## config.mk

```make
export PLATFORM = sky130hd
export DESIGN_NAME = exc_ctrl_flat
export DESIGN_NICKNAME = d
export VERILOG_FILES = /design/src/rtl/exc_pkg.sv /design/src/rtl/exc_ctrl_if.sv /design/src/rtl/int_sync.sv /design/src/rtl/exc_ctrl.sv /design/src/flat_wrapper.sv
export SDC_FILE = /design/constraint.sdc
export NUM_CORES = 1
export LEC_CHECK = 0
export BUFFER_PORTS_ARGS = -buffer_cell sky130_fd_sc_hd__clkbuf_2
export CAP_MARGIN = 20
export CORE_AREA = 2 2 111 113
export CTS_CLUSTER_DIAMETER = 120
export DETAILED_ROUTE_END_ITERATION = 6
export DIE_AREA = 0 0 113 115
export PLACE_DENSITY = 0.58
export SLEW_MARGIN = 40
export SYNTH_ARGS = -nofsm -noshare
export SYNTH_HDL_FRONTEND = slang
export SYNTH_SLANG_ARGS = --single-unit
```

## constraint.sdc

```tcl
create_clock -name clk -period 5.7 [get_ports clk]
set_input_delay 0.855 -clock clk [delete_from_list [all_inputs] [get_ports clk]]
set_output_delay 0.855 -clock clk [all_outputs]
set_load 0.05 [all_outputs]
```

## src/rtl/exc_pkg.sv

```systemverilog
// Shared constants for the MEM-stage exception controller: exception codes,
// mem_flags bit positions, controller states and the default exception vector.
package exc_pkg;

  // Exception codes driven on cp0_exctype
  localparam logic [4:0] EXC_INT  = 5'h00;
  localparam logic [4:0] EXC_ADEL = 5'h04;
  localparam logic [4:0] EXC_ADES = 5'h05;
  localparam logic [4:0] EXC_SYS  = 5'h08;
  localparam logic [4:0] EXC_BP   = 5'h09;
  localparam logic [4:0] EXC_RI   = 5'h0a;
  localparam logic [4:0] EXC_OV   = 5'h0c;
  localparam logic [4:0] EXC_ERET = 5'h0e;

  // Bit positions inside mem_flags
  localparam int FLG_ADEL_IF = 0;
  localparam int FLG_RI      = 1;
  localparam int FLG_OV      = 2;
  localparam int FLG_SYS     = 3;
  localparam int FLG_BP      = 4;
  localparam int FLG_ERET    = 5;
  localparam int FLG_ADEL_LD = 6;
  localparam int FLG_ADES    = 7;

  // Controller states
  typedef enum logic [0:0] {
    IDLE     = 1'b0,
    REDIRECT = 1'b1
  } exc_state_e;

  // Target PC for every exception other than ERET
  localparam logic [31:0] EXC_VECTOR_DEFAULT = 32'hBFC0_0380;

endpackage

```

## src/rtl/exc_ctrl_if.sv

```systemverilog
// MEM-stage / CP0 / fetch signals seen by the exception controller.
// master = the controller, slave = the surrounding pipeline and CP0.
interface exc_ctrl_if;
  import exc_pkg::*;

  // MEM-stage instruction information
  logic        mem_valid;
  logic [31:0] mem_pc;
  logic        mem_indelayslot;
  logic [7:0]  mem_flags;
  logic [31:0] mem_addr;

  // Raw asynchronous interrupt lines IP7..IP2
  logic [5:0]  ext_int;

  // Current CP0 register values
  logic [31:0] cp0_status;
  logic [31:0] cp0_cause;
  logic [31:0] cp0_epc;

  // Fetch front end handshake
  logic        fetch_ready;

  // Commit strobe towards CP0
  logic        cp0_en;
  logic [4:0]  cp0_exctype;
  logic [31:0] cp0_pc;
  logic [31:0] cp0_badvaddr;
  logic        cp0_indelayslot;

  // Pipeline control
  logic        flush;
  logic        redirect_valid;
  logic [31:0] redirect_pc;
  logic        busy;

  modport master (
    input  mem_valid, mem_pc, mem_indelayslot, mem_flags, mem_addr,
    input  ext_int, cp0_status, cp0_cause, cp0_epc, fetch_ready,
    output cp0_en, cp0_exctype, cp0_pc, cp0_badvaddr, cp0_indelayslot,
    output flush, redirect_valid, redirect_pc, busy
  );

  modport slave (
    output mem_valid, mem_pc, mem_indelayslot, mem_flags, mem_addr,
    output ext_int, cp0_status, cp0_cause, cp0_epc, fetch_ready,
    input  cp0_en, cp0_exctype, cp0_pc, cp0_badvaddr, cp0_indelayslot,
    input  flush, redirect_valid, redirect_pc, busy
  );

endinterface

```

## src/rtl/int_sync.sv

```systemverilog
// Multi-flop synchroniser for the asynchronous hardware interrupt lines.
// Output lags the input by STAGES clock edges; all flops clear on rst.
module int_sync #(
  parameter int WIDTH  = 6,
  parameter int STAGES = 2
) (
  input  logic             clk,
  input  logic             rst,
  input  logic [WIDTH-1:0] din,
  output logic [WIDTH-1:0] dout
);

  logic [STAGES-1:0][WIDTH-1:0] stage_r;

  // Shift the raw lines through the synchroniser chain
  always_ff @(posedge clk) begin
    if (rst) begin
      stage_r <= '0;
    end else begin
      stage_r[0] <= din;
      for (int i = 1; i < STAGES; i++) begin
        stage_r[i] <= stage_r[i-1];
      end
    end
  end

  assign dout = stage_r[STAGES-1];

endmodule

```

## src/rtl/exc_ctrl.sv

```systemverilog
// MEM-stage exception controller: detects the highest-priority exception or
// interrupt, issues a single-cycle commit strobe to CP0, flushes the pipe and
// holds the redirect PC until the fetch front end accepts it.
module exc_ctrl
  import exc_pkg::*;
#(
  parameter logic [31:0] EXC_VECTOR  = EXC_VECTOR_DEFAULT,
  parameter int          SYNC_STAGES = 2
) (
  input  logic        clk,
  input  logic        rst,
  exc_ctrl_if.master  bus
);

  localparam logic [0:0] ST_IDLE     = IDLE;
  localparam logic [0:0] ST_REDIRECT = REDIRECT;

  logic [0:0]  state_r;
  logic [31:0] redirect_pc_r;
  logic [5:0]  sync_int;

  logic [7:0]  ip_vec;
  logic        int_pending;
  logic        detect_en;
  logic        any_exc;
  logic        hit;
  logic [4:0]  exc_code;
  logic [31:0] exc_badvaddr;
  logic        exc_is_eret;
  logic [31:0] exc_target;

  int_sync #(
    .WIDTH  (6),
    .STAGES (SYNC_STAGES)
  ) u_int_sync (
    .clk  (clk),
    .rst  (rst),
    .din  (bus.ext_int),
    .dout (sync_int)
  );

  // Pending-interrupt evaluation: software bits IP1..IP0 from Cause, hardware
  // bits IP7..IP2 from the synchroniser, masked by Status.IM and gated by IE/EXL
  always_comb begin
    ip_vec      = {sync_int, bus.cp0_cause[9:8]} & bus.cp0_status[15:8];
    int_pending = bus.cp0_status[0] & ~bus.cp0_status[1] & (|ip_vec);
    detect_en   = (state_r == ST_IDLE) & bus.mem_valid & ~rst;
  end

  // Priority encoder selecting exception code, bad address and ERET marker
  always_comb begin
    any_exc      = 1'b1;
    exc_code     = 5'h00;
    exc_badvaddr = 32'h0000_0000;
    exc_is_eret  = 1'b0;
    if (int_pending) begin
      exc_code = EXC_INT;
    end else if (bus.mem_flags[FLG_ADEL_IF]) begin
      exc_code     = EXC_ADEL;
      exc_badvaddr = bus.mem_pc;
    end else if (bus.mem_flags[FLG_RI]) begin
      exc_code = EXC_RI;
    end else if (bus.mem_flags[FLG_OV]) begin
      exc_code = EXC_OV;
    end else if (bus.mem_flags[FLG_SYS]) begin
      exc_code = EXC_SYS;
    end else if (bus.mem_flags[FLG_BP]) begin
      exc_code = EXC_BP;
    end else if (bus.mem_flags[FLG_ERET]) begin
      exc_code    = EXC_ERET;
      exc_is_eret = 1'b1;
    end else if (bus.mem_flags[FLG_ADEL_LD]) begin
      exc_code     = EXC_ADEL;
      exc_badvaddr = bus.mem_addr;
    end else if (bus.mem_flags[FLG_ADES]) begin
      exc_code     = EXC_ADES;
      exc_badvaddr = bus.mem_addr;
    end else begin
      any_exc = 1'b0;
    end
  end

  // Commit decision and redirect target; EPC is taken in the detect cycle
  always_comb begin
    hit        = detect_en & any_exc;
    exc_target = exc_is_eret ? bus.cp0_epc : EXC_VECTOR;
  end

  // Outputs: the CP0 strobe is combinational so CP0 can capture mid-cycle
  always_comb begin
    bus.cp0_en          = hit;
    bus.cp0_exctype     = hit ? exc_code : 5'h00;
    bus.cp0_pc          = hit ? bus.mem_pc : 32'h0000_0000;
    bus.cp0_badvaddr    = hit ? exc_badvaddr : 32'h0000_0000;
    bus.cp0_indelayslot = hit & bus.mem_indelayslot;
    bus.flush           = hit | (state_r == ST_REDIRECT);
    bus.redirect_valid  = (state_r == ST_REDIRECT);
    bus.redirect_pc     = redirect_pc_r;
    bus.busy            = (state_r != ST_IDLE);
  end

  // FSM: hold the redirect until the front end accepts the new PC
  always_ff @(posedge clk) begin
    if (rst) begin
      state_r       <= ST_IDLE;
      redirect_pc_r <= 32'h0000_0000;
    end else begin
      case (state_r)
        ST_IDLE: begin
          if (hit) begin
            state_r       <= ST_REDIRECT;
            redirect_pc_r <= exc_target;
          end else begin
            state_r <= ST_IDLE;
          end
        end
        ST_REDIRECT: begin
          if (bus.fetch_ready) begin
            state_r <= ST_IDLE;
          end else begin
            state_r <= ST_REDIRECT;
          end
        end
        default: begin
          state_r <= ST_IDLE;
        end
      endcase
    end
  end

endmodule

```

## src/flat_wrapper.sv

```systemverilog
// flat-port wrapper written by rule: the top's interface ports become plain ports
module exc_ctrl_flat import exc_pkg::*;
#(
  parameter logic [31:0] EXC_VECTOR  = EXC_VECTOR_DEFAULT,
  parameter int          SYNC_STAGES = 2
)
  (clk, rst, bus_mem_valid, bus_mem_pc, bus_mem_indelayslot, bus_mem_flags, bus_mem_addr, bus_ext_int, bus_cp0_status, bus_cp0_cause, bus_cp0_epc, bus_fetch_ready, bus_cp0_en, bus_cp0_exctype, bus_cp0_pc, bus_cp0_badvaddr, bus_cp0_indelayslot, bus_flush, bus_redirect_valid, bus_redirect_pc, bus_busy);
  exc_ctrl_if bus_i ();
  input  logic clk;
  input  logic rst;
  input wire logic [$bits(bus_i.mem_valid)-1:0] bus_mem_valid;
  input wire logic [$bits(bus_i.mem_pc)-1:0] bus_mem_pc;
  input wire logic [$bits(bus_i.mem_indelayslot)-1:0] bus_mem_indelayslot;
  input wire logic [$bits(bus_i.mem_flags)-1:0] bus_mem_flags;
  input wire logic [$bits(bus_i.mem_addr)-1:0] bus_mem_addr;
  input wire logic [$bits(bus_i.ext_int)-1:0] bus_ext_int;
  input wire logic [$bits(bus_i.cp0_status)-1:0] bus_cp0_status;
  input wire logic [$bits(bus_i.cp0_cause)-1:0] bus_cp0_cause;
  input wire logic [$bits(bus_i.cp0_epc)-1:0] bus_cp0_epc;
  input wire logic [$bits(bus_i.fetch_ready)-1:0] bus_fetch_ready;
  output wire logic [$bits(bus_i.cp0_en)-1:0] bus_cp0_en;
  output wire logic [$bits(bus_i.cp0_exctype)-1:0] bus_cp0_exctype;
  output wire logic [$bits(bus_i.cp0_pc)-1:0] bus_cp0_pc;
  output wire logic [$bits(bus_i.cp0_badvaddr)-1:0] bus_cp0_badvaddr;
  output wire logic [$bits(bus_i.cp0_indelayslot)-1:0] bus_cp0_indelayslot;
  output wire logic [$bits(bus_i.flush)-1:0] bus_flush;
  output wire logic [$bits(bus_i.redirect_valid)-1:0] bus_redirect_valid;
  output wire logic [$bits(bus_i.redirect_pc)-1:0] bus_redirect_pc;
  output wire logic [$bits(bus_i.busy)-1:0] bus_busy;
  assign bus_i.mem_valid = bus_mem_valid;
  assign bus_i.mem_pc = bus_mem_pc;
  assign bus_i.mem_indelayslot = bus_mem_indelayslot;
  assign bus_i.mem_flags = bus_mem_flags;
  assign bus_i.mem_addr = bus_mem_addr;
  assign bus_i.ext_int = bus_ext_int;
  assign bus_i.cp0_status = bus_cp0_status;
  assign bus_i.cp0_cause = bus_cp0_cause;
  assign bus_i.cp0_epc = bus_cp0_epc;
  assign bus_i.fetch_ready = bus_fetch_ready;
  assign bus_cp0_en = bus_i.cp0_en;
  assign bus_cp0_exctype = bus_i.cp0_exctype;
  assign bus_cp0_pc = bus_i.cp0_pc;
  assign bus_cp0_badvaddr = bus_i.cp0_badvaddr;
  assign bus_cp0_indelayslot = bus_i.cp0_indelayslot;
  assign bus_flush = bus_i.flush;
  assign bus_redirect_valid = bus_i.redirect_valid;
  assign bus_redirect_pc = bus_i.redirect_pc;
  assign bus_busy = bus_i.busy;
  exc_ctrl #(.EXC_VECTOR(EXC_VECTOR), .SYNC_STAGES(SYNC_STAGES)) u_core (.clk(clk), .rst(rst), .bus(bus_i));
endmodule
```

# Word level (Yosys, flattened, before mapping)
# Index checks and enable logic that the tools add are counted.
[word_totals]
reg_bits = 45
inputBits = 179
output_inout_bits = 106
word_cells = 58
[op_classes]
n_mux = 41
bitwise_logic = 11
n_reduce_logical = 2
[ops]
columns = ["op", "n"]
rows = [
  ["32-bit 2-to-1 mux", 12],
  ["5-bit 2-to-1 mux", 9],
  ["1-bit 2-to-1 mux", 18],
  ["8-bit AND", 1],
  ["8-bit OR reduction", 1],
  ["1-bit AND", 6],
  ["3-bit 2-to-1 mux", 1],
  ["1-bit NOT", 3],
  ["1-bit case mux with 2 select lines", 1],
  ["2-bit AND reduction", 1],
  ["1-bit bitwise OR", 1],
]

# Logic depth before layout (Yosys ltp)
# Gate-level depths: netlist of the first run.
[depth]
ltp_word = 12
ltp_mapped = 7
ltp_nobuf = 5

# Hierarchy
# From an unflattened synthesis of the first run, not the netlist that was laid out.
[unflattened]
cells_unflattened = 271
area_unflattened_um2 = 2349.8
[modules_own_cells]
columns = ["mod", "instances", "cells_each", "area_per_inst_um2", "seq_area_each_um2"]
rows = [
  ["exc_ctrl", 1, 240, 1938.1, 660.6],
  ["int_sync", 1, 31, 411.6, 240.2],
]

# Least setup slack after synthesis of the first run
# No wires, ideal clock.
[synth_path]
path_kind = "input to output"
startpoint = "in bus_cp0_cause[9]"
endpoint = "out bus_cp0_exctype[0]"
t_arrival_ps = 3147
required_time_ps = 4845
setup_slack_ps = 1698
cell_stages = 4
path_buffers = 0
cell_sequence = "a22oi_1 a41oi_1 nand3b_1 nor4_1"
[synth_between]
elab_chain_len = 6
word_cells_on_any_way = 7
cone_classes = "mux (3); bitwise (3); reduce/logical (1)"
[synth_rtl]
columns = ["item", "line_no", "rtl"]
rows = [
  ["start: declaration", "flat_wrapper.sv:18", "input wire logic [$bits(bus_i.cp0_cause)-1:0] bus_cp0_cause;"],
  ["8-bit AND *", "exc_ctrl.sv:45", "ip_vec = {sync_int, bus.cp0_cause[9:8]} & bus.cp0_status[15:8];"],
  ["8-bit OR reduction *", "exc_ctrl.sv:46", "int_pending = bus.cp0_status[0] & ~bus.cp0_status[1] & (|ip_vec);"],
  ["1-bit AND *", "exc_ctrl.sv:46", ""],
  ["1-bit 2-to-1 mux", "exc_ctrl.sv:56", "if (int_pending) begin"],
  ["1-bit AND", "exc_ctrl.sv:85", "hit = detect_en & any_exc;"],
  ["5-bit 2-to-1 mux *", "exc_ctrl.sv:92", "bus.cp0_exctype = hit ? exc_code : 5'h00;"],
  ["end: declaration", "flat_wrapper.sv:22", "output wire logic [$bits(bus_i.cp0_exctype)-1:0] bus_cp0_exctype;"],
]
# Every way passes the cells marked *; elsewhere a longest branch is shown, timed or not.

# Final worst setup path of the first run
[layout_path]
startpoint = "in bus_mem_flags[5]"
endpoint = "out bus_cp0_pc[24]"
[layout_between]
elab_chain_len = 9
[layout_rtl]
columns = ["item", "line_no", "rtl"]
rows = [
  ["start: declaration", "flat_wrapper.sv:14", "input wire logic [$bits(bus_i.mem_flags)-1:0] bus_mem_flags;"],
  ["1-bit 2-to-1 mux", "exc_ctrl.sv:69", "end else if (bus.mem_flags[FLG_ERET]) begin"],
  ["1-bit 2-to-1 mux", "exc_ctrl.sv:67", "end else if (bus.mem_flags[FLG_BP]) begin"],
  ["1-bit 2-to-1 mux", "exc_ctrl.sv:65", "end else if (bus.mem_flags[FLG_SYS]) begin"],
  ["1-bit 2-to-1 mux", "exc_ctrl.sv:63", "end else if (bus.mem_flags[FLG_OV]) begin"],
  ["1-bit 2-to-1 mux", "exc_ctrl.sv:61", "end else if (bus.mem_flags[FLG_RI]) begin"],
  ["1-bit 2-to-1 mux", "exc_ctrl.sv:58", "end else if (bus.mem_flags[FLG_ADEL_IF]) begin"],
  ["1-bit 2-to-1 mux", "exc_ctrl.sv:56", ""],
  ["1-bit AND", "exc_ctrl.sv:85", ""],
  ["32-bit 2-to-1 mux", "exc_ctrl.sv:93", "bus.cp0_pc = hit ? bus.mem_pc : 32'h0000_0000;"],
  ["end: declaration", "flat_wrapper.sv:23", "output wire logic [$bits(bus_i.cp0_pc)-1:0] bus_cp0_pc;"],
]
# Every way passes these cells.

==> results of run 1 <==
==> power by group through the flow <==
| stage | sequential [mW] | clock [mW] | combinational (mW) |
|---|---|---|---|
| 2_1_floorplan | 0.360 | 0 | 0.123 |
| 3_3_place_gp | 0.337 | 0 | 0.225 |
| 3_5_place_dp | 0.337 | 0 | 0.227 |
| 4_1_cts | 0.330 | 0.285 | 0.228 |
| 5_1_grt | 0.331 | 0.303 | 0.242 |
| 6_report | 0.331 | 0.276 | 0.227 |
==> sequential cells by signal, summed over array words and instances (netlist names) <==
signal                     flops
u_core.u_int_sync.stage_r      6
u_core.u_int_sync.dout         6
u_core.bus.busy                1
u_core.bus.redirect_pc        32
==> cell type report <==
class                   count  area (um^2)  area share, %
clock buffers               5          125           3.42
clock inverters             2         13.8          0.377
inverters                   4         15.0          0.411
multi-input cells         176         1210           33.2
flip-flops and latches     45          901           24.6
well taps                 147          184           5.03
repair buffers            237         1200           32.9
==> layer usage <==
| metal | vias up | track usage, % | part of all wire [%] |
|---|---|---|---|
| met3 | 8 | 3.58 | 11 |
| li1 | 1361 | - | - |
| met2 | 144 | 20.2 | 49 |
| met5 | - | 0 | 0 |
| met4 | 0 | 2.52 | 1.0 |
| met1 | 1267 | 14.9 | 39 |
==> cells in the mapped netlist (all sizes together) <==
library cell,count,area [um^2]
nor3b,1,7.51
or3,3,23.8
o31ai,1,7.51
nor2,36,135
a41oi,1,8.76
a31oi,1,6.26
and2,34,213
nor3,4,20.0
nand3,1,5.00
a21o,1,7.51
o221a,12,135
nand2,1,3.75
inv,4,15.0
o21ai,1,16.3
nand3b,1,7.51
or4,1,11.3
buf,7,52.5
conb,1,3.75
a32o,20,200
a21oi,2,10.0
nor4,3,18.8
a22oi,36,270
nand2b,3,18.8
dfxtp,45,901
nor2b,12,75.1
clkbuf,18,67.6
==> cell families (layout without fill, tap and decap cells) <==
kind of cell	count (synthesis)	after routing
compound gates	75	75
other cells	1	1
flops	45	45
simple gates	100	100
buf+inv	29	248
==> final timing paths <==
path	from	to	slack, ns	cells after the start
max	bus_mem_flags[5]	bus_cp0_pc[24]	1.68	8
min	u_core.u_int_sync.stage_r[3]	u_core.u_int_sync.dout[3]	0.44	1
max reg2reg	u_core.u_int_sync.dout[1]	u_core.bus.redirect_pc[9]	3.46	6
min reg2reg	u_core.u_int_sync.stage_r[3]	u_core.u_int_sync.dout[3]	0.44	1
==> results.sh, run 1 <==
export IMPL_synthAdderAreaFrac_pct=0
export IMPL_cts_buffers=5
export IMPL_required_ns=4.85
export IMPL_grt_pass1_wl_mm=12.3
export IMPL_final_common_cell="clkbuf_2"
export IMPL_drt_vias_per_instance=4.51
export IMPL_grt_pass1_vias=2367
export IMPL_grt_ovfl_total=0
export IMPL_placed_area_um2=3510
export IMPL_n_antenna_cell=0
export IMPL_antenna_left=0
export IMPL_cp_start_kind="input port"
export IMPL_tightestPinTransition_ns=0.756
export IMPL_syn_inst=250
export IMPL_io_buffers=231
export IMPL_violations="DRC"
export IMPL_maxCapViolations=0
export IMPL_cp_num_buf_inv=4
export IMPL_die_area_um2=13000
export IMPL_fin_area_um2=3650
export IMPL_routed_wl_mm=8.66
export IMPL_synthToLayoutAreaGrowth_pct=63.1
export IMPL_p_per_area_nw_per_um2=228
export IMPL_ir_drop_v=0.000129
export IMPL_p_seq_share_pct=39.7
export IMPL_yosys_area_share_simple_pct=24.1
export IMPL_place_gp_congestion=0.729
export IMPL_grt_start_max_net_pins=47
export IMPL_synth_seq_area_share_pct=40.2
export IMPL_die_y_um=115
export IMPL_switchingPower_uw=274
export IMPL_placed_cells=608
export IMPL_worstHoldPathType="reg -> reg"
export IMPL_htree_levels=2
export IMPL_criticalPathCategory="in -> out"
export IMPL_clockRootBuffer="clkbuf_16"
export IMPL_final_util_pct=30.9
export IMPL_finalPower_uw=834
export IMPL_synth_mux_area_share_pct=0
export IMPL_setup_viol_count_final=0
export IMPL_core_area_um2=11800
export IMPL_cp_max_fo=46
export IMPL_rows=40
export IMPL_cp_slowest_cell="or4_4"
export IMPL_synth_seq_cells=45
export IMPL_ys_warnings_count=0
export IMPL_crit_arrival_ns=3.16
export IMPL_io_pins=285
export IMPL_clock_power_share_pct=33.1
export IMPL_cpMostUsedCell="clkbuf_2"
export IMPL_wl_per_cell_um=14.1
export IMPL_post_cts_buffers=0
export IMPL_max_clock_path_buffers=2
export IMPL_vias=2780
export IMPL_most_common_layout_cells="231 x clkbuf_2, 45 x dfxtp_1, 36 x a22oi_1, 36 x nor2_1, 34 x and2_1"
export IMPL_clk_insertion_delay_late_ns=0.28
export IMPL_timing_final_crit_share_pct=70.5
export IMPL_layout_setup_ws_ns=1.68
export IMPL_cpPeakStageDelay_ns=0.46
export IMPL_internal_power_uw=559
export IMPL_fmax_mhz=249
export IMPL_status="finished, violations left"
export IMPL_final_nets=648
export IMPL_path_cells="clkbuf_2, or3_1, or4_4, o21ai_4, buf_4, inv_2, and2_1, clkbuf_2"
export IMPL_tns_ns=0
export IMPL_cts_sinks=45
export IMPL_hold_viol=0
export IMPL_slew_headroom_pct=49.0
export IMPL_clk_pin_slew_ns=0.06
export IMPL_final_max_slew_viol_count=0
export IMPL_switching_share_pct=32.9
export IMPL_drive_gt1_share_pct=54.8
export IMPL_period_needed_ns=4.02
export IMPL_die_x_um=113
export IMPL_grt_setup_unrepaired="no"
export IMPL_cp_top_family="simple AND/OR/NAND/NOR gates"
export IMPL_gr_usage_all_layers_pct=11.9
export IMPL_synth_area_um2=2240
export IMPL_postCtsHoldBufs=0
export IMPL_synth_top_family_by_area="compound AO/OA/AOI/OAI gates"
export IMPL_skew_ns=0.00862
export IMPL_cts_tree="yes"
export IMPL_dp_hpwl_mm=6.90
export IMPL_first_iter_violations=148
export IMPL_yosysUniqueCellTypes=31
export IMPL_start_util_pct=19.0
export IMPL_syn_avg_cell_area_um2=8.96
export IMPL_endpoint_kind="output pin"
export IMPL_final_cells=616
export IMPL_fillCellCount=1260
export IMPL_dr_pass1_iters=7
export IMPL_combinationalPowerShare_pct=27.2
export IMPL_synth_compound_area_share_pct=29.5
export IMPL_post_cts_resized=0
export IMPL_synth_xor_area_share_pct=0
export IMPL_whs_ns=0.435
export IMPL_dp_slack_ns=1.51
export IMPL_grt_antenna_before_repair=0
export IMPL_p_leak_nw=1.84
export IMPL_syn_nets=429
export IMPL_drc=19
Note: power is estimated with default switching activity, not from simulation.
==> run 2: changes to the inputs <==
--- a/config.mk
+++ b/config.mk
@@ -7,11 +7,11 @@
 export LEC_CHECK = 0
 export BUFFER_PORTS_ARGS = -buffer_cell sky130_fd_sc_hd__clkbuf_2
 export CAP_MARGIN = 20
-export CORE_AREA = 2 2 111 113
+export CORE_AREA = 2 2 112 114
 export CTS_CLUSTER_DIAMETER = 120
 export DETAILED_ROUTE_END_ITERATION = 6
-export DIE_AREA = 0 0 113 115
-export PLACE_DENSITY = 0.58
+export DIE_AREA = 0 0 114 116
+export PLACE_DENSITY = 0.59
 export SLEW_MARGIN = 40
 export SYNTH_ARGS = -nofsm -noshare
 export SYNTH_HDL_FRONTEND = slang
==> constraint.sdc (replaced) <==
create_clock -name clk -period 3.3 [get_ports clk]
set_input_delay 0.495 -clock clk [delete_from_list [all_inputs] [get_ports clk]]
set_output_delay 0.495 -clock clk [all_outputs]
set_load 0.05 [all_outputs]
==> run 2 against run 1 <==
Compared with the run above:
- power increased by 82%
- critical path type unchanged
- sequential share of layout area down 0.17 points
- the run now ends clean
- hold slack lost 0.022 ns
==> results.sh, run 2 (same netlist as run 1, synthesis figures left out) <==
export IMPL_status="completed"
export IMPL_vias=2750
export IMPL_dp_slack_ns=0.263
export IMPL_clk_insertion_delay_late_ns=0.28
export IMPL_whs_ns=0.413
export IMPL_postCtsHoldBufs=0
export IMPL_maxCapViolations=0
export IMPL_worstHoldPathType="in -> reg"
export IMPL_wl_per_cell_um=14.2
export IMPL_most_common_layout_cells="231 x clkbuf_2, 45 x dfxtp_1, 36 x a22oi_1, 36 x nor2_1, 34 x and2_1"
export IMPL_placed_cells=609
export IMPL_hold_depth=2
export IMPL_hold_viol=0
export IMPL_p_per_area_nw_per_um2=413
export IMPL_cp_max_fo=46
export IMPL_dp_hpwl_mm=6.90
export IMPL_cp_start_kind="input port"
export IMPL_clk_pin_slew_ns=0.06
export IMPL_endpoint_kind="output pin"
export IMPL_p_leak_nw=1.85
export IMPL_tightestPinTransition_ns=0.716
export IMPL_finalPower_mw=1.52
export IMPL_regToRegEndpoint="u_core.bus.redirect_pc[31]"
export IMPL_r2r_cells=5
export IMPL_grt_antenna_before_repair=0
export IMPL_r2r_slack_ns=1.44
export IMPL_gr_usage_all_layers_pct=11.6
export IMPL_rows=40
export IMPL_post_cts_buffers=0
export IMPL_crit_arrival_ns=2.55
export IMPL_tns_ns=0
export IMPL_skew_ns=0.00847
export IMPL_io_buffers=231
export IMPL_ir_drop_v=0.000230
export IMPL_post_cts_resized=0
export IMPL_period_needed_ns=3.05
export IMPL_final_common_cell="clkbuf_2"
export IMPL_start_util_pct=18.8
export IMPL_cts_buffers=5
export IMPL_dr_pass1_iters=4
export IMPL_cts_sinks=45
export IMPL_die_x_um=114
export IMPL_core_area_um2=11900
export IMPL_setup_viol_count_final=0
export IMPL_min_from="bus_ext_int[1]"
export IMPL_fmax_mhz=328
export IMPL_die_y_um=116
export IMPL_n_antenna_cell=0
export IMPL_grt_setup_unrepaired="no"
export IMPL_max_clock_path_buffers=2
export IMPL_drt_vias_per_instance=4.46
export IMPL_final_cells=616
export IMPL_required_ns=2.80
export IMPL_criticalPathCategory="in -> out"
export IMPL_routed_wl_mm=8.76
export IMPL_rr_startpoint="u_core.u_int_sync.dout[1]"
export IMPL_fin_area_um2=3680
export IMPL_timing_final_crit_share_pct=92.4
export IMPL_grt_start_max_net_pins=47
export IMPL_layout_setup_ws_ns=0.251
export IMPL_grt_ovfl_total=0
export IMPL_fillCellCount=1277
export IMPL_cts_tree="yes"
export IMPL_placed_area_um2=3520
export IMPL_synthToLayoutAreaGrowth_pct=64.2
export IMPL_clockRootBuffer="clkbuf_16"
export IMPL_slew_headroom_pct=52.2
export IMPL_drive_gt1_share_pct=54.8
export IMPL_final_util_pct=30.9
export IMPL_drc=0
export IMPL_place_gp_congestion=0.685
export IMPL_final_nets=648
export IMPL_antenna_left=0
export IMPL_die_area_um2=13200
export IMPL_htree_levels=2
export IMPL_first_iter_violations=197
export IMPL_whs_endpoint="u_core.u_int_sync.stage_r[1]"
export IMPL_largest_register_ffs=32
export IMPL_grt_pass1_wl_mm=12.3
export IMPL_grt_pass1_vias=2466
export IMPL_io_pins=285
export IMPL_final_max_slew_viol_count=0
[run 2: cell count changes in the layout (fill, tap and decap cells not counted)]
cell       delta
clkinv_2      -1
bufinv_16     +1
[run 2: worst max-delay path by stage]
stage | startpoint | endpoint | slack [ns] | depth (start not counted)
2_1_floorplan | bus_cp0_cause[9] | bus_cp0_exctype[0] | 0.02 | 4
3_3_place_gp | bus_mem_flags[0] | bus_cp0_pc[22] | 0.29 | 7
3_5_place_dp | bus_mem_flags[5] | bus_cp0_pc[23] | 0.26 | 7
4_1_cts | bus_mem_flags[0] | bus_cp0_pc[23] | 0.26 | 7
5_1_grt | bus_mem_flags[2] | bus_cp0_pc[23] | 0.16 | 7
6_report | bus_mem_flags[2] | bus_cp0_pc[23] | 0.25 | 7
[run 2: routing by layer]
layer  wire [um]  GRT usage (%)  share of wire, %  vias up
li1            -              -                 -     1358
met1        3660           15.4                42     1261
met2        4360           19.2                50      125
met3         709           3.50               8.1        6
met4          36           1.54              0.41        0
met5           0              0                 0        -
[run 2: cell type report]
cell class	instances	area, um^2	area share [%]
inverters	4	15.0	0.408
clock inverters	2	38.8	1.05
multi-input cells	176	1210	33.0
flip-flops and latches	45	901	24.5
well taps	147	184	5.00
clock buffers	5	125	3.40
repair buffers	237	1200	32.6
[run 2: critical path, cell delays in order]
cell and delay [ns]:
clkbuf_2 0.11, or3_4 0.38, or4_4 0.53, o21ai_4 0.18, inv_2 0.27, and2_1 0.31
clkbuf_2 0.24
[run 2: power breakdown]
part | internal, mW | switching (mW) | leakage, nW
clock | 0.355 | 0.201 | 0.0803
sequential | 0.562 | 0.00889 | 0.368
combinational | 0.127 | 0.266 | 1.40
total | 1.04 | 0.476 | 1.85
==> run 3: changes to the inputs <==
--- a/config.mk
+++ b/config.mk
@@ -7,11 +7,12 @@
 export LEC_CHECK = 0
 export BUFFER_PORTS_ARGS = -buffer_cell sky130_fd_sc_hd__clkbuf_2
 export CAP_MARGIN = 20
-export CORE_AREA = 2 2 112 114
+export CORE_AREA = 2 2 110 112
+export CTS_BUF_LIST = sky130_fd_sc_hd__clkbuf_2 sky130_fd_sc_hd__clkbuf_4 sky130_fd_sc_hd__clkbuf_8
 export CTS_CLUSTER_DIAMETER = 120
 export DETAILED_ROUTE_END_ITERATION = 6
-export DIE_AREA = 0 0 114 116
-export PLACE_DENSITY = 0.59
+export DIE_AREA = 0 0 112 114
+export PLACE_DENSITY = 0.6
 export SLEW_MARGIN = 40
 export SYNTH_ARGS = -nofsm -noshare
 export SYNTH_HDL_FRONTEND = slang
==> run 3 against run 2 <==
Compared with the run above:
- hold slack got worse by 0.011 ns
- clock-buffer cell count did not move
- cell count did not move
- sequential cell count did not move
- routed wire length fell by 6.9%
- clock skew fell by 0.0049 ns
- via count rose by 0.25%
- first-iteration DRC count fell by 38%
- non-clock buffer count fell by 1
- critical path type unchanged
- largest power group unchanged
- highest routed layer unchanged
==> results.sh, run 3 (same netlist as run 1, synthesis figures left out) <==
export IMPL_status="completed"
export IMPL_hold_depth=2
export IMPL_crit_arrival_ns=2.51
export IMPL_routed_wl_mm=8.16
export IMPL_start_util_pct=19.1
export IMPL_cts_tree="yes"
export IMPL_final_nets=647
export IMPL_path_cells="clkbuf_2, or3_4, or4_4, o21ai_4, inv_2, and2_1, clkbuf_2"
export IMPL_clk_insertion_delay_late_ns=0.29
export IMPL_cpMostUsedCell="clkbuf_2"
export IMPL_fillCellCount=1250
export IMPL_max_clock_path_buffers=2
export IMPL_worstHoldPathType="in -> reg"
export IMPL_synthToLayoutAreaGrowth_pct=60.4
export IMPL_dp_hpwl_mm=6.38
export IMPL_cp_start_kind="input port"
export IMPL_grt_pass1_wl_mm=12.0
export IMPL_clockRootBuffer="clkbuf_8"
export IMPL_die_x_um=112
export IMPL_drt_vias_per_instance=4.48
export IMPL_final_max_slew_viol_count=0
export IMPL_dr_pass1_iters=4
export IMPL_hold_viol=0
export IMPL_final_common_cell="clkbuf_2"
export IMPL_whs_endpoint="u_core.bus.redirect_pc[13]"
export IMPL_rows=40
export IMPL_cp_slowest_cell="or4_4"
export IMPL_grt_ovfl_total=0
export IMPL_r2r_cells=5
export IMPL_cp_num_buf_inv=3
export IMPL_fmax_mhz=333
export IMPL_cts_buffers=5
export IMPL_grt_start_max_net_pins=47
export IMPL_tightestPinTransition_ns=0.701
export IMPL_gr_usage_all_layers_pct=11.6
export IMPL_largest_register_ffs=32
export IMPL_rr_startpoint="u_core.u_int_sync.dout[1]"
export IMPL_core_area_um2=11700
export IMPL_ir_drop_v=0.000203
export IMPL_cts_sinks=45
export IMPL_p_leak_nw=1.81
export IMPL_grt_pass1_vias=2368
export IMPL_most_common_layout_cells="231 x clkbuf_2, 45 x dfxtp_1, 36 x a22oi_1, 36 x nor2_1, 34 x and2_1"
export IMPL_timing_final_crit_share_pct=91.1
export IMPL_clk_pin_slew_ns=0.08
export IMPL_r2r_slack_ns=1.34
export IMPL_whs_ns=0.402
export IMPL_final_util_pct=30.7
export IMPL_critical_path_depth=7
export IMPL_slew_headroom_pct=52.7
export IMPL_cpPeakStageDelay_ns=0.53
export IMPL_period_needed_ns=3.01
export IMPL_htree_levels=2
export IMPL_min_from="bus_cp0_epc[13]"
export IMPL_n_antenna_cell=0
export IMPL_required_ns=2.80
export IMPL_skew_ns=0.00359
export IMPL_drc=0
export IMPL_maxCapViolations=0
export IMPL_setup_viol_count_final=0
export IMPL_io_buffers=231
export IMPL_wl_per_cell_um=13.2
export IMPL_grt_setup_unrepaired="no"
export IMPL_die_area_um2=12800
export IMPL_p_per_area_nw_per_um2=360
export IMPL_place_gp_congestion=0.714
export IMPL_endpoint_kind="output pin"
export IMPL_grt_antenna_before_repair=0
export IMPL_io_pins=285
export IMPL_antenna_left=0
export IMPL_cp_max_fo=46
export IMPL_post_cts_resized=0
export IMPL_criticalPathCategory="in -> out"
export IMPL_first_iter_violations=123
export IMPL_tns_ns=0
export IMPL_die_y_um=114
export IMPL_drive_gt1_share_pct=54.8
export IMPL_regToRegEndpoint="u_core.bus.redirect_pc[7]"
export IMPL_vias=2757
export IMPL_post_cts_buffers=0
export IMPL_cp_top_family="simple AND/OR/NAND/NOR gates"
export IMPL_postCtsHoldBufs=0
## run 3: cell count changes in the layout (fill, tap and decap cells not counted)
cell,before,now
clkinv_2,0,2
clkbuf_8,0,5
inv_6,1,0
clkinvlp_4,0,1
bufinv_16,1,0
buf_4,6,5
clkbuf_16,5,0
## run 3: cell type report
class	instances	area [um^2]	share of cell area [%]
inverter	4	15.0	0.418
clock inverter	3	17.5	0.487
tap	147	184	5.12
timing repair buffer	236	1190	33.2
clock buffer	5	68.8	1.91
multi-input combinational	176	1210	33.8
sequential	45	901	25.1
## run 3: how the worst max path moves through the flow
stage	from	to	slack [ns]
global route	u_core.u_int_sync.dout[1]	bus_cp0_pc[21]	0.07
global placement	bus_mem_flags[2]	bus_cp0_pc[21]	0.28
floorplan	bus_cp0_cause[9]	bus_cp0_exctype[0]	0.02
finish	bus_mem_flags[2]	bus_cp0_pc[21]	0.29
CTS	bus_mem_flags[2]	bus_cp0_pc[21]	0.25
detailed placement	bus_mem_flags[2]	bus_cp0_pc[21]	0.26
## run 3: per-stage QoR
step / power [mW] / setup WS [ns] / instance area (um^2) / cells
after floorplan: 0.834 / 0.0181 / 2240 / 250
after global placement: 0.969 / 0.282 / 3510 / 608
after detailed placement: 0.973 / 0.257 / 3510 / 608
after CTS: 1.31 / 0.253 / 3590 / 616
after global routing: 1.36 / 0.0717 / 3590 / 616
final: 1.29 / 0.294 / 3590 / 616
## run 3: per-layer routing
layer | GRT usage [%] | routed length [um] | up-vias
met3 | 3.40 | 752 | 7
met5 | 0 | 0 | -
met4 | 2.11 | 46 | 0
li1 | - | - | 1358
met2 | 19.6 | 4020 | 140
met1 | 14.8 | 3340 | 1252
## run 3: power by group
part           internal [mW]  total (mW)  switching, mW
combinational          0.126       0.389          0.263
clock                  0.146       0.334          0.188
sequential             0.561       0.569        0.00827
total                  0.834        1.29          0.459
